**config.mk**
```make
export PLATFORM = sky130hd
export DESIGN_NAME = weight_loader_flat
export DESIGN_NICKNAME = d
export VERILOG_FILES = /design/src/rtl/weight_loader_pkg.sv /design/src/rtl/weight_loader_if.sv /design/src/rtl/weight_loader.sv /design/src/flat_wrapper.sv
export SDC_FILE = /design/constraint.sdc
export NUM_CORES = 1
export LEC_CHECK = 0
export ABC_AREA = 0
export BUFFER_PORTS_ARGS = -buffer_cell sky130_fd_sc_hd__buf_2
export CAP_MARGIN = 20
export CELL_PAD_IN_SITES_DETAIL_PLACEMENT = 0
export CELL_PAD_IN_SITES_GLOBAL_PLACEMENT = 1
export CORE_ASPECT_RATIO = 0.9
export CORE_MARGIN = 2
export CORE_UTILIZATION = 45
export CTS_CLUSTER_SIZE = 25
export DETAILED_ROUTE_END_ITERATION = 8
export PLACE_DENSITY = 0.89
export SYNTH_ARGS = -nofsm -noshare
export SYNTH_HDL_FRONTEND = slang
export SYNTH_SLANG_ARGS = --single-unit
```
**constraint.sdc**
```tcl
create_clock -name clk -period 6.65 [get_ports clk]
set_clock_uncertainty 0.2 [all_clocks]
set_input_delay 0.665 -clock clk [delete_from_list [all_inputs] [get_ports clk]]
set_output_delay 0.665 -clock clk [all_outputs]
set_load 0.01 [all_outputs]
```
**src/rtl/weight_loader_pkg.sv**
```systemverilog
// Shared definitions for the weight loader: config word layout, FSM encoding
// and the combinational header decoder.
package weight_loader_pkg;

   localparam int CFG_W          = 32;
   localparam int HDR_LAYER_MSB  = 31;
   localparam int HDR_LAYER_LSB  = 24;
   localparam int HDR_NEURON_MSB = 23;
   localparam int HDR_NEURON_LSB = 12;
   localparam int HDR_COUNT_MSB  = 11;
   localparam int HDR_COUNT_LSB  = 0;
   localparam int LAYER_W        = HDR_LAYER_MSB - HDR_LAYER_LSB + 1;
   localparam int NEURON_W       = HDR_NEURON_MSB - HDR_NEURON_LSB + 1;
   localparam int COUNT_W        = HDR_COUNT_MSB - HDR_COUNT_LSB + 1;

   typedef enum logic [1:0] {
      ST_IDLE = 2'd0,
      ST_LOAD = 2'd1,
      ST_SKIP = 2'd2,
      ST_FIN  = 2'd3
   } state_e;

   typedef struct packed {
      logic                layer_hit;
      logic                accept;
      logic [NEURON_W-1:0] neuron;
      logic [COUNT_W-1:0]  count;
   } hdr_dec_t;

   // A header is usable only for our layer, an existing neuron and an exact payload length.
   function automatic hdr_dec_t hdr_decode(input logic [CFG_W-1:0] word,
                                           input int layer_no,
                                           input int num_neuron,
                                           input int num_weight);
      hdr_dec_t r;
      r.layer_hit = (word[HDR_LAYER_MSB:HDR_LAYER_LSB] == LAYER_W'(layer_no));
      r.neuron    = word[HDR_NEURON_MSB:HDR_NEURON_LSB];
      r.count     = word[HDR_COUNT_MSB:HDR_COUNT_LSB];
      r.accept    = r.layer_hit && (r.neuron < NEURON_W'(num_neuron))
                                && (r.count == COUNT_W'(num_weight));
      return r;
   endfunction

endpackage

```
**src/rtl/weight_loader_if.sv**
```systemverilog
// Config stream plus weight-memory write port of the weight loader.
interface weight_loader_if
   import weight_loader_pkg::*;
#(
   parameter int numNeuron    = 5,
   parameter int addressWidth = 10,
   parameter int dataWidth    = 16
);

   logic [CFG_W-1:0]        cfg_data;
   logic                    cfg_valid;
   logic                    cfg_ready;
   logic [numNeuron-1:0]    wen;
   logic [addressWidth-1:0] wadd;
   logic [dataWidth-1:0]    win;
   logic                    load_done;
   logic                    load_err;
   logic [numNeuron-1:0]    loaded;

   modport master (
      output cfg_data, cfg_valid,
      input  cfg_ready, wen, wadd, win, load_done, load_err, loaded
   );

   modport slave (
      input  cfg_data, cfg_valid,
      output cfg_ready, wen, wadd, win, load_done, load_err, loaded
   );

endinterface

```
**src/rtl/weight_loader.sv**
```systemverilog
// Streams header + payload config words into one layer's per-neuron weight
// memories; foreign or malformed payloads are consumed and dropped.
module weight_loader
   import weight_loader_pkg::*;
#(
   parameter int numWeight    = 3,
   parameter int numNeuron    = 5,
   parameter int layerNo      = 1,
   parameter int addressWidth = 10,
   parameter int dataWidth    = 16
) (
   input logic              clk,
   input logic              rst,
   weight_loader_if.slave   cfg
);

   localparam int SEL_W = (numNeuron > 1) ? $clog2(numNeuron) : 1;
   localparam logic [COUNT_W-1:0] LAST_IDX = COUNT_W'(numWeight - 1);

   localparam logic [1:0] S_IDLE = ST_IDLE;
   localparam logic [1:0] S_LOAD = ST_LOAD;
   localparam logic [1:0] S_SKIP = ST_SKIP;
   localparam logic [1:0] S_FIN  = ST_FIN;

   logic [1:0]              state_q, state_d;
   logic [COUNT_W-1:0]      cnt_q, cnt_d;
   logic [COUNT_W-1:0]      cnt_max_q, cnt_max_d;
   logic [SEL_W-1:0]        sel_q, sel_d;
   logic                    cfg_ready_q, cfg_ready_d;
   logic [numNeuron-1:0]    wen_q, wen_d;
   logic [addressWidth-1:0] wadd_q, wadd_d;
   logic [dataWidth-1:0]    win_q, win_d;
   logic                    load_done_q, load_done_d;
   logic                    load_err_q, load_err_d;
   logic [numNeuron-1:0]    loaded_q, loaded_d;

   logic                    xfer_s;
   hdr_dec_t                hdr_s;
   logic [numNeuron-1:0]    sel_oh_s;

   assign xfer_s = cfg.cfg_valid && cfg_ready_q;
   assign hdr_s  = hdr_decode(cfg.cfg_data, layerNo, numNeuron, numWeight);

   // One-hot view of the latched target neuron.
   always_comb begin
      sel_oh_s = '0;
      for (int i = 0; i < numNeuron; i++) begin
         sel_oh_s[i] = (sel_q == SEL_W'(i));
      end
   end

   // Next-state and next-output logic.
   always_comb begin
      state_d     = state_q;
      cnt_d       = cnt_q;
      cnt_max_d   = cnt_max_q;
      sel_d       = sel_q;
      wen_d       = '0;
      wadd_d      = wadd_q;
      win_d       = win_q;
      load_done_d = 1'b0;
      load_err_d  = 1'b0;
      loaded_d    = loaded_q;

      case (state_q)
         S_IDLE: begin
            if (xfer_s) begin
               if (hdr_s.accept) begin
                  state_d = S_LOAD;
                  cnt_d   = '0;
                  sel_d   = SEL_W'(hdr_s.neuron);
               end else begin
                  // Foreign-layer headers are dropped without raising an error.
                  load_err_d = hdr_s.layer_hit;
                  cnt_max_d  = hdr_s.count;
                  cnt_d      = '0;
                  if (hdr_s.count != '0) begin
                     state_d = S_SKIP;
                  end else begin
                     state_d = S_IDLE;
                  end
               end
            end else begin
               state_d = S_IDLE;
            end
         end
         S_LOAD: begin
            if (xfer_s) begin
               wen_d  = sel_oh_s;
               wadd_d = addressWidth'(cnt_q);
               win_d  = cfg.cfg_data[dataWidth-1:0];
               cnt_d  = cnt_q + 12'd1;
               if (cnt_q == LAST_IDX) begin
                  state_d     = S_FIN;
                  load_done_d = 1'b1;
                  loaded_d    = loaded_q | sel_oh_s;
               end else begin
                  state_d = S_LOAD;
               end
            end else begin
               state_d = S_LOAD;
            end
         end
         S_SKIP: begin
            if (xfer_s) begin
               cnt_d = cnt_q + 12'd1;
               if (cnt_q == (cnt_max_q - 12'd1)) begin
                  state_d = S_IDLE;
               end else begin
                  state_d = S_SKIP;
               end
            end else begin
               state_d = S_SKIP;
            end
         end
         S_FIN: begin
            state_d = S_IDLE;
         end
         default: begin
            state_d = S_IDLE;
         end
      endcase

      cfg_ready_d = (state_d != S_FIN);
   end

   // State and registered outputs.
   always_ff @(posedge clk or posedge rst) begin
      if (rst) begin
         state_q     <= S_IDLE;
         cnt_q       <= '0;
         cnt_max_q   <= '0;
         sel_q       <= '0;
         cfg_ready_q <= 1'b1;
         wen_q       <= '0;
         wadd_q      <= '0;
         win_q       <= '0;
         load_done_q <= 1'b0;
         load_err_q  <= 1'b0;
         loaded_q    <= '0;
      end else begin
         state_q     <= state_d;
         cnt_q       <= cnt_d;
         cnt_max_q   <= cnt_max_d;
         sel_q       <= sel_d;
         cfg_ready_q <= cfg_ready_d;
         wen_q       <= wen_d;
         wadd_q      <= wadd_d;
         win_q       <= win_d;
         load_done_q <= load_done_d;
         load_err_q  <= load_err_d;
         loaded_q    <= loaded_d;
      end
   end

   assign cfg.cfg_ready = cfg_ready_q;
   assign cfg.wen       = wen_q;
   assign cfg.wadd      = wadd_q;
   assign cfg.win       = win_q;
   assign cfg.load_done = load_done_q;
   assign cfg.load_err  = load_err_q;
   assign cfg.loaded    = loaded_q;

endmodule

```
**src/flat_wrapper.sv**
```systemverilog
// flat-port wrapper written by rule: the top's interface ports become plain ports
module weight_loader_flat import weight_loader_pkg::*;
#(
   parameter int numWeight    = 3,
   parameter int numNeuron    = 5,
   parameter int layerNo      = 1,
   parameter int addressWidth = 10,
   parameter int dataWidth    = 16
)
  (clk, rst, cfg_cfg_data, cfg_cfg_valid, cfg_cfg_ready, cfg_wen, cfg_wadd, cfg_win, cfg_load_done, cfg_load_err, cfg_loaded);
  weight_loader_if #(.numNeuron(numNeuron), .addressWidth(addressWidth), .dataWidth(dataWidth)) cfg_i ();
  input logic clk;
  input logic rst;
  input wire logic [$bits(cfg_i.cfg_data)-1:0] cfg_cfg_data;
  input wire logic [$bits(cfg_i.cfg_valid)-1:0] cfg_cfg_valid;
  output wire logic [$bits(cfg_i.cfg_ready)-1:0] cfg_cfg_ready;
  output wire logic [$bits(cfg_i.wen)-1:0] cfg_wen;
  output wire logic [$bits(cfg_i.wadd)-1:0] cfg_wadd;
  output wire logic [$bits(cfg_i.win)-1:0] cfg_win;
  output wire logic [$bits(cfg_i.load_done)-1:0] cfg_load_done;
  output wire logic [$bits(cfg_i.load_err)-1:0] cfg_load_err;
  output wire logic [$bits(cfg_i.loaded)-1:0] cfg_loaded;
  assign cfg_i.cfg_data = cfg_cfg_data;
  assign cfg_i.cfg_valid = cfg_cfg_valid;
  assign cfg_cfg_ready = cfg_i.cfg_ready;
  assign cfg_wen = cfg_i.wen;
  assign cfg_wadd = cfg_i.wadd;
  assign cfg_win = cfg_i.win;
  assign cfg_load_done = cfg_i.load_done;
  assign cfg_load_err = cfg_i.load_err;
  assign cfg_loaded = cfg_i.loaded;
  weight_loader #(.numWeight(numWeight), .numNeuron(numNeuron), .layerNo(layerNo), .addressWidth(addressWidth), .dataWidth(dataWidth)) u_core (.clk(clk), .rst(rst), .cfg(cfg_i));
endmodule
```
==> metrics.txt, run 1 <==
total gr overflow=0; Post-synth EDFFs=0; # rows=29; Clock Sinks=68; Max Freq=0.384 GHz; DR vias/cell=5.26; Avg Inst Size Synth=11.5 um2; # diodes=0; maximum vdd drop=0.205 mV; CTS Hold Bufs=0; fraction of layout cells with a size suffix above 1=38.3%; CP Launch Type=primary input; period utilization=39.2%; clk root buf=clkbuf_8; Top-Level Pins=74; Synth area leader=dfrtp_1; Min-Delay Path Class=reg -> reg; clk slew on worst S/H paths=0.07 ns; setup TNS after final layout=0 ns; Syn Inst Count=288; CTS tree=yes; RSZ-0062 raised after global routing=no; status=completed; largest net degree at the start of global routing=69; LEAKAGE=1.90 nW; sequential cell area fraction in the yosys report=51.5%; TritonCTS Buffers=9; Routability Congestion=0.796; Detail Placement HPWL=5030 um; Relative slew margins=44.0%; Least-Margin Pin Slew=0.833 ns; Final nets=402; Port Buf Inserts=73; Slew Limit Fails=0; setup violators final=0; Final ANT Viol Nets=0; WP data required=6.67 ns; worst skew pair latency=0.34 ns; Max Root-Sink Buffers=2; mapped cell area=0.00330 mm2; Total Power=1.39 mW; Synth top area share=50.7%; crit path capture type=flip-flop; routed wire length=6930 um; vias in the first global route=2299; initial DRC count=116; Residual DRC=0; GRT Overall Usage=18.2%; Post-synth ARST share=100%; synth top area cells=dfrtp_1 (51%), mux2_2 (14%), ha_1 (3.0%); Pre-antenna DRT Iters=5; core area=0.00708 mm2; drt wl/cell=15.2 um; Horiz. Die Dim=94.3 um; max cap viols=0; die area=0.00805 mm2; first-pass GRT wire length=11300 um; Top FF cell, synth=dfrtp_1; PostCTS Resize Cnt=0; post-synth cell types=45; arrival time worst endpoint=2.63 ns; Initial Util=46.7%; DR vias=2398; Setup Buffers After CTS=0; post-layout min period=2.60 ns; Max H-tree Level=3; die height=85.3 um; WS Path Type=in -> reg; Synthesized Nets=331; Worst Path Max Fanout=13; Synth Register Bits=68; Hold Fails Final Rpt=0; YS warnings=0; initial antenna violation count=0; power per cell area=351 mW/mm2; Area Overhead vs Synth=19.3%
## power by group
group | internal (mW) | total [mW] | switching [mW]
logic | 0.203 | 0.398 | 0.195
clock network | 0.229 | 0.384 | 0.155
registers | 0.509 | 0.603 | 0.0943
total | 0.941 | 1.39 | 0.445
## flip-flops by register name (all words and copies together), names as in the netlist
name / flops
u_core.cfg.load_done: 1
u_core.state_q: 2
u_core.cfg.loaded: 5
u_core.cfg.win: 16
u_core.cfg.wen: 5
u_core.cnt_q: 12
u_core.cnt_max_q: 12
u_core.cfg.load_err: 1
u_core.sel_q: 3
u_core.cfg.wadd: 10
u_core.cfg.cfg_ready: 1
## worst paths after layout
check,depth (start not counted),slack [ns],start,endpoint
setup / recovery,6,4.05,cfg_cfg_data[11],u_core.cnt_max_q[0]
hold / removal,1,0.27,u_core.cfg.loaded[3],u_core.cfg.loaded[3]
setup reg to reg,8,4.06,u_core.cnt_q[0],u_core.state_q[1]
hold reg to reg,1,0.27,u_core.cfg.loaded[3],u_core.cfg.loaded[3]
max in group asynchronous,3,5.32,rst,u_core.cfg.win[12]
min in group asynchronous,3,0.35,rst,u_core.cfg.win[1]
## synth_stat cells (4+ instances only)
master,n
o21ai_0,11
nand4_1,4
nor2_1,19
xor2_1,9
mux2_2,41
buf_1,5
nor4_1,8
xnor2_1,11
nand3_1,9
dfrtp_1,67
nand2_1,21
ha_1,8
inv_1,11
and3_1,6
## logic make-up after synthesis
group / Yosys count / share of synthesized area (%)
adder cells (fa/ha/maj): 8 / 3.03
buffers and inverters: 26 / 3.75
flip-flops: 68 / 51.5
AO/OA/AOI/OAI: 31 / 6.55
XOR/XNOR: 20 / 5.30
multiplexers: 42 / 14.3
AND/OR/NAND/NOR: 93 / 15.6
## layer usage
metal | up-vias | global-route usage [%] | wire, um
li1 | 1167 | - | -
met1 | 1170 | 25.1 | 3340
met2 | 56 | 27.5 | 3220
met3 | 5 | 5.15 | 295
met4 | 0 | 6.98 | 69
met5 | - | 0 | 0
## critical path: stages
cell and delay, ns:
buf_2 0.11, or4_1 0.54, nor4_2 0.32, nand2_1 0.15, nand3_1 0.44, mux2_2 0.40
## cells in the final DEF (no fill, tap or decap), types with 2 or more instances in the layout
master / instances
nand4b_1: 2
nor4b_1: 3
nor3_1: 3
inv_1: 10
buf_4: 2
nand2b_1: 3
o21ai_0: 11
dfrtp_1: 67
xor2_1: 9
nand2_1: 21
nand3_1: 9
nand3b_1: 2
a31o_2: 2
a41o_1: 3
and3_1: 6
mux2_2: 41
nor2b_1: 3
xnor2_1: 11
nand4_1: 4
o31ai_1: 3
buf_2: 73
or4_1: 2
nor4_2: 3
ha_1: 8
bufinv_16: 2
o22ai_1: 3
a21oi_1: 2
nor2_1: 19
nor4_1: 8
clkbuf_8: 11
## metrics by stage
| stage | std cells | area [um2] | setup WS [ns] | utilization (%) | hold slack (ns) |
|---|---|---|---|---|---|
| after detailed placement | 441 | 3720 | 3.68 | 52.6 | 0.259 |
| after global placement | 441 | 3720 | 3.74 | 52.6 | 0.257 |
| after floorplan | 288 | 3300 | 4.08 | - | 0.299 |
| final | 456 | 3940 | 4.05 | 55.7 | 0.271 |
| after CTS | 456 | 3940 | 4.04 | 55.7 | 0.274 |
| after global routing | 456 | 3940 | 3.91 | 55.7 | 0.303 |
## cell type report
cell class | instances | area, um2
Timing Repair Buffer | 75 | 380
Multi-Input combinational cell | 194 | 1480
Inverter | 11 | 41.3
Clock inverter | 4 | 72.6
Tap cell | 93 | 116
Fill cell | 616 | 3130
Clock buffer | 11 | 151
Sequential cell | 68 | 1700
Note: power is estimated with default switching activity, not from simulation.
==> inputs of run 2 (changes only) <==
Settings changed: CORE_UTILIZATION 45 to 42, PLACE_DENSITY 0.89 to 0.84.
Clock period 6.65 ns to 2.5 ns, I/O delays scaled along.
==> run 2 against run 1 <==
  * Cell count up 9.4%
  * Wire length up 11%
  * Global-route usage up 0.43 points
  * Setup slack worse by 4.0 ns
  * Flip-flop and latch count unchanged
  * Worst hold slack worse by 0.056 ns
  * Count of clock-buffer cells in the layout down 1
  * Power rose to 2.6 times the previous value
  * Die area up 6.8%
  * Design area up 8.8%
  * Highest routed layer unchanged
==> metrics.txt, run 2 (synthesized netlist as in run 1, its figures left out) <==
Routability Congestion=0.781; CP max stage cell=or4_4; DR vias=2573; Max H-tree Level=3; drt wl/cell=15.3 um; # fillers=678; first-pass GRT wire length=12500 um; initial DRC count=83; Horiz. Die Dim=97.5 um; Worst path max stage delay=0.55 ns; Initial Util=43.6%; Residual DRC=0; Relative slew margins=56.9%; initial antenna violation count=0; CP Launch Type=primary input; arrival time worst endpoint=2.46 ns; largest net degree at the start of global routing=31; Worst Path Max Fanout=3; WP data required=2.54 ns; Area Overhead vs Synth=29.8%; vias in the first global route=2559; period utilization=96.8%; die height=88.1 um; max reg flops=16; most frequent cells in the layout=buf_2 (73), dfrtp_1 (67), mux2_2 (41); CTS tree=yes; Port Buf Inserts=73; Hold Fails Final Rpt=0; Placement Setup Slack=0.133 ns; CP delay by family, top=simple AND/OR/NAND/NOR gates; Least-Margin Pin Slew=0.646 ns; WS Path Type=in -> reg; Clock Sinks=68; cell breakdown of the critical path=dlygate4sd3_1 -> buf_2 -> or4_4 -> nor4_4 -> nand2_2 -> nor2_1 -> mux2_2; setup ws final=0.0789 ns; worst path bufs/invs=2; DR vias/cell=5.16; Final nets=441; # diodes=0; post-layout min period=2.42 ns; routed wire length=7650 um; clk slew on worst S/H paths=0.07 ns; Pre-antenna DRT Iters=4; Top-Level Pins=74; LEAKAGE=2.08 nW; core area=0.00758 mm2; Util after Layout=56.6%; TritonCTS Buffers=9; FF-to-FF path depth=8; Detail Placement HPWL=5400 um; GRT Overall Usage=18.6%; die area=0.00859 mm2; maximum vdd drop=0.653 mV; setup TNS after final layout=0 ns; Min-Delay Path Class=in -> reg; Min-Delay Path Depth=6; max cap viols=0; Slew Limit Fails=0; Max Root-Sink Buffers=2; Crit. path cell count=7; setup violators final=0; # rows=30; status=completed; Final ANT Viol Nets=0; worst skew pair latency=0.35 ns; Max Freq=0.413 GHz; most common cell after layout, fill and taps aside=buf_2; clk root buf=clkbuf_8; total gr overflow=0; power per cell area=855 mW/mm2; fraction of layout cells with a size suffix above 1=40.2%; crit path capture type=flip-flop
## run 2: through the flow
step                area (um2)  power [mW]  cells  hold slack, ns
floorplan                 3300        2.33    288           0.200
global placement          3880        2.73    463           0.168
detailed placement        3880        2.76    463           0.179
CTS                       4260        3.68    498           0.197
global route              4290        3.90    499           0.248
finish                    4290        3.66    499           0.216
## run 2: final timing paths
check                           slack, ns                   end            startpoint
worst min register to register       0.27  u_core.cfg.loaded[1]  u_core.cfg.loaded[1]
worst max register to register       0.11     u_core.state_q[1]     u_core.state_q[1]
worst max-delay path                 0.08       u_core.sel_q[0]       cfg_cfg_data[7]
max in group asynchronous            1.02       u_core.cnt_q[7]                   rst
worst min-delay path                 0.22     u_core.state_q[0]      cfg_cfg_data[28]
min in group asynchronous            0.33  u_core.cfg.loaded[4]                   rst
## run 2: area by class of cell
cell class / count / area, um2 / area share [%]
Sequential cell: 68 / 1700 / 39.7
Multi-Input combinational cell: 194 / 1500 / 34.9
Timing Repair Buffer: 114 / 733 / 17.1
Clock buffer: 10 / 128 / 2.98
Tap cell: 96 / 120 / 2.80
Clock inverter: 6 / 65.1 / 1.52
Inverter: 11 / 41.3 / 0.963
## run 2: metal layers
layer | part of all wire [%] | track usage (%) | wire length [um] | vias to the layer above
li1 | - | - | - | 1243
met1 | 45 | 23.4 | 3430 | 1257
met2 | 49 | 31.2 | 3730 | 63
met3 | 4.7 | 4.87 | 359 | 10
met4 | 1.7 | 7.83 | 132 | 0
met5 | 0 | 0 | 0 | -
## run 2: repair_timing
action,4_1_cts,5_1_grt
setup endpoints to repair,0,15
setup buffers,0,1
gates resized for setup,0,4
endpoints found under the hold margin,60,0
hold buffers,19,0
## run 2: worst reg2reg max path, stage by stage, from the launching register on
cell      delay [ns]
dfrtp_1         0.37
inv_1           0.08
ha_1            0.21
nor4bb_1        0.13
and4_1          0.22
or4_4           0.51
nor4_2          0.23
nand4_1         0.14
and2_1          0.19
## run 2: where the power goes
group / switching, mW / internal, mW
combinational: 0.578 / 0.629
clock: 0.432 / 0.460
sequential: 0.211 / 1.35
==> inputs of run 3 (changes only) <==
Settings changed: CORE_MARGIN 2 to unset.
==> run 3 against run 2 <==
  * Count of clock-buffer cells in the layout increased by 1
  * Sequential share of layout area decreased by 0.47 points
  * Critical endpoint is now u_core.cnt_max_q[0]
  * Global-route usage increased by 1.4 points
  * Wire length decreased by 2.7%
  * Critical path depth increased by 1
  * Core utilization increased by 0.68 points
  * Die area decreased by 4.3%
  * Sequential power about the same
  * Design area increased by 1.2%
  * Clock power increased by 26%
  * Non-clock buffer count decreased by 4
  * First-iteration DRC count decreased by 12%
==> metrics.txt, run 3 (synthesized netlist as in run 1, its figures left out) <==
cell breakdown of the critical path=dlygate4sd3_1 -> buf_2 -> or4_4 -> nor4_4 -> nand2_2 -> nand3_1 -> buf_12 -> mux2_2; RSZ-0062 raised after global routing=no; CP delay by family, top=simple AND/OR/NAND/NOR gates; drt wl/cell=15.0 um; routing usage on met2=32.0%; DR vias/cell=5.24; Final ANT Viol Nets=0; worst skew pair latency=0.35 ns; Initial Util=43.6%; grt met1 use=25.9%; clk slew on worst S/H paths=0.07 ns; Register Area=0.00170 mm2; Crit Reg-Reg Startpoint=u_core.state_q[1]; setup TNS after final layout=0 ns; Slew Limit Fails=0; status=completed; M3 GR Usage=6.03%; max cap viols=0; hold path startpoint=cfg_cfg_data[29]; post-layout min period=2.43 ns; WS Path Type=in -> reg; reg2reg end=u_core.state_q[1]; Min-Delay Path Depth=4; Residual DRC=0; routed wire length=7450 um; WP data required=2.53 ns; Horiz. Die Dim=95.5 um; # rows=30; Clock Sinks=68; most used routing layer=met2; period utilization=97.3%; hold endpoint=u_core.cfg.load_err; LEAKAGE=2.09 nW; # fillers=642; CP Launch Type=primary input; fraction of layout cells with a size suffix above 1=40.4%; CP max stage cell=dlygate4sd3_1; Max Freq=0.411 GHz; TritonCTS Buffers=9; worst path bufs/invs=3; Detail Placement HPWL=5200 um; crit path capture type=flip-flop; GRT Overall Usage=20.1%; core area=0.00758 mm2; Placement Setup Slack=0.120 ns; crit path from=cfg_cfg_data[7]; Setup Buffers After CTS=0; Hold Fails Final Rpt=0; first-pass GRT wire length=12400 um; Routability Congestion=0.776; max reg flops=16; initial DRC count=73; Min-Delay Path Class=in -> reg; clk root buf=clkbuf_8; Least-Margin Pin Slew=0.445 ns; setup ws final=0.0686 ns; setup slack, reg-to-reg=0.14 ns; Pre-antenna DRT Iters=4; power per cell area=907 mW/mm2; die area=0.00823 mm2; DR vias=2594; # diodes=0; maximum vdd drop=0.481 mV; Area Overhead vs Synth=31.3%; Worst Path Max Fanout=13; setup violators final=0; Worst path max stage delay=0.54 ns; Relative slew margins=70.3%; initial antenna violation count=0; CTS tree=yes; most common cell after layout, fill and taps aside=buf_2; vias in the first global route=2559; Max H-tree Level=3; most frequent cells in the layout=buf_2 (73), dfrtp_1 (67), mux2_2 (41); Final nets=437; area of the multi-input gates=0.00152 mm2; total gr overflow=0; FF-to-FF path depth=8; Top-Level Pins=74; Port Buf Inserts=73; arrival time worst endpoint=2.46 ns; Max Root-Sink Buffers=2; die height=86.1 um; largest net degree at the start of global routing=69
run 3: cell types whose count changed in the layout (fill, tap and decap cells not counted), moves of 2 or more:
cell / delta
buf_4: -3
bufinv_16: +2
clkinv_2: -2
nor4_4: +2
nor4_2: -2
dlygate4sd3_1: -2
run 3: layout make-up:
cell class / count / share of cell area (%)
Clock buffer: 11 / 3.26
Clock inverter: 5 / 2.48
Inverter: 11 / 0.952
Multi-Input combinational cell: 194 / 34.9
Sequential cell: 68 / 39.2
Tap cell: 96 / 2.77
Timing Repair Buffer: 110 / 16.4
run 3: where the power goes:
part           switching [mW]  internal, mW
clock network           0.429         0.696
registers               0.225          1.35
logic                   0.596         0.636
total                    1.25          2.68
run 3: per-layer routing:
| metal | up-vias | share of wire, % |
|---|---|---|
| li1 | 1238 | - |
| met1 | 1283 | 44 |
| met2 | 61 | 50 |
| met3 | 12 | 4.3 |
| met4 | 0 | 1.7 |
| met5 | - | 0 |
run 3: worst reg2reg max path, delay by kind of cell, from the launching register on:
family,cells,cell delay (ns)
fa+ha+maj,1,0.19
buf+inv,1,0.09
flops,1,0.37
simple gates,6,1.40
run 3: stage by stage:
| step | area, um2 | hold slack (ns) | power, mW | utilization (%) | instances |
|---|---|---|---|---|---|
| 3_3_place_gp | 3880 | 0.148 | 2.73 | 51.2 | 462 |
| 3_5_place_dp | 3880 | 0.153 | 2.77 | 51.2 | 462 |
| 2_1_floorplan | 3300 | 0.200 | 2.33 | - | 288 |
| 6_report | 4340 | 0.00695 | 3.94 | 57.2 | 495 |
| 5_1_grt | 4340 | 0.0282 | 4.18 | 57.2 | 495 |
| 4_1_cts | 4300 | 0.000235 | 3.92 | 56.7 | 495 |
run 3: worst max-delay path by stage:
stage,end,slack [ns],cells past startpoint
after detailed placement,u_core.state_q[1],0.12,8
after global placement,u_core.state_q[1],0.20,8
after floorplan,u_core.state_q[1],0.12,9
after global routing,u_core.cnt_max_q[9],0.002,8
after CTS,u_core.sel_q[0],0.01,7
final,u_core.cnt_max_q[0],0.07,8
run 3: what timing repair did:
item | CTS | global route
hold buffers | 17 | 0
gates resized for setup | 0 | 7
setup endpoints to repair | 0 | 17
endpoints found under the hold margin | 98 | 0
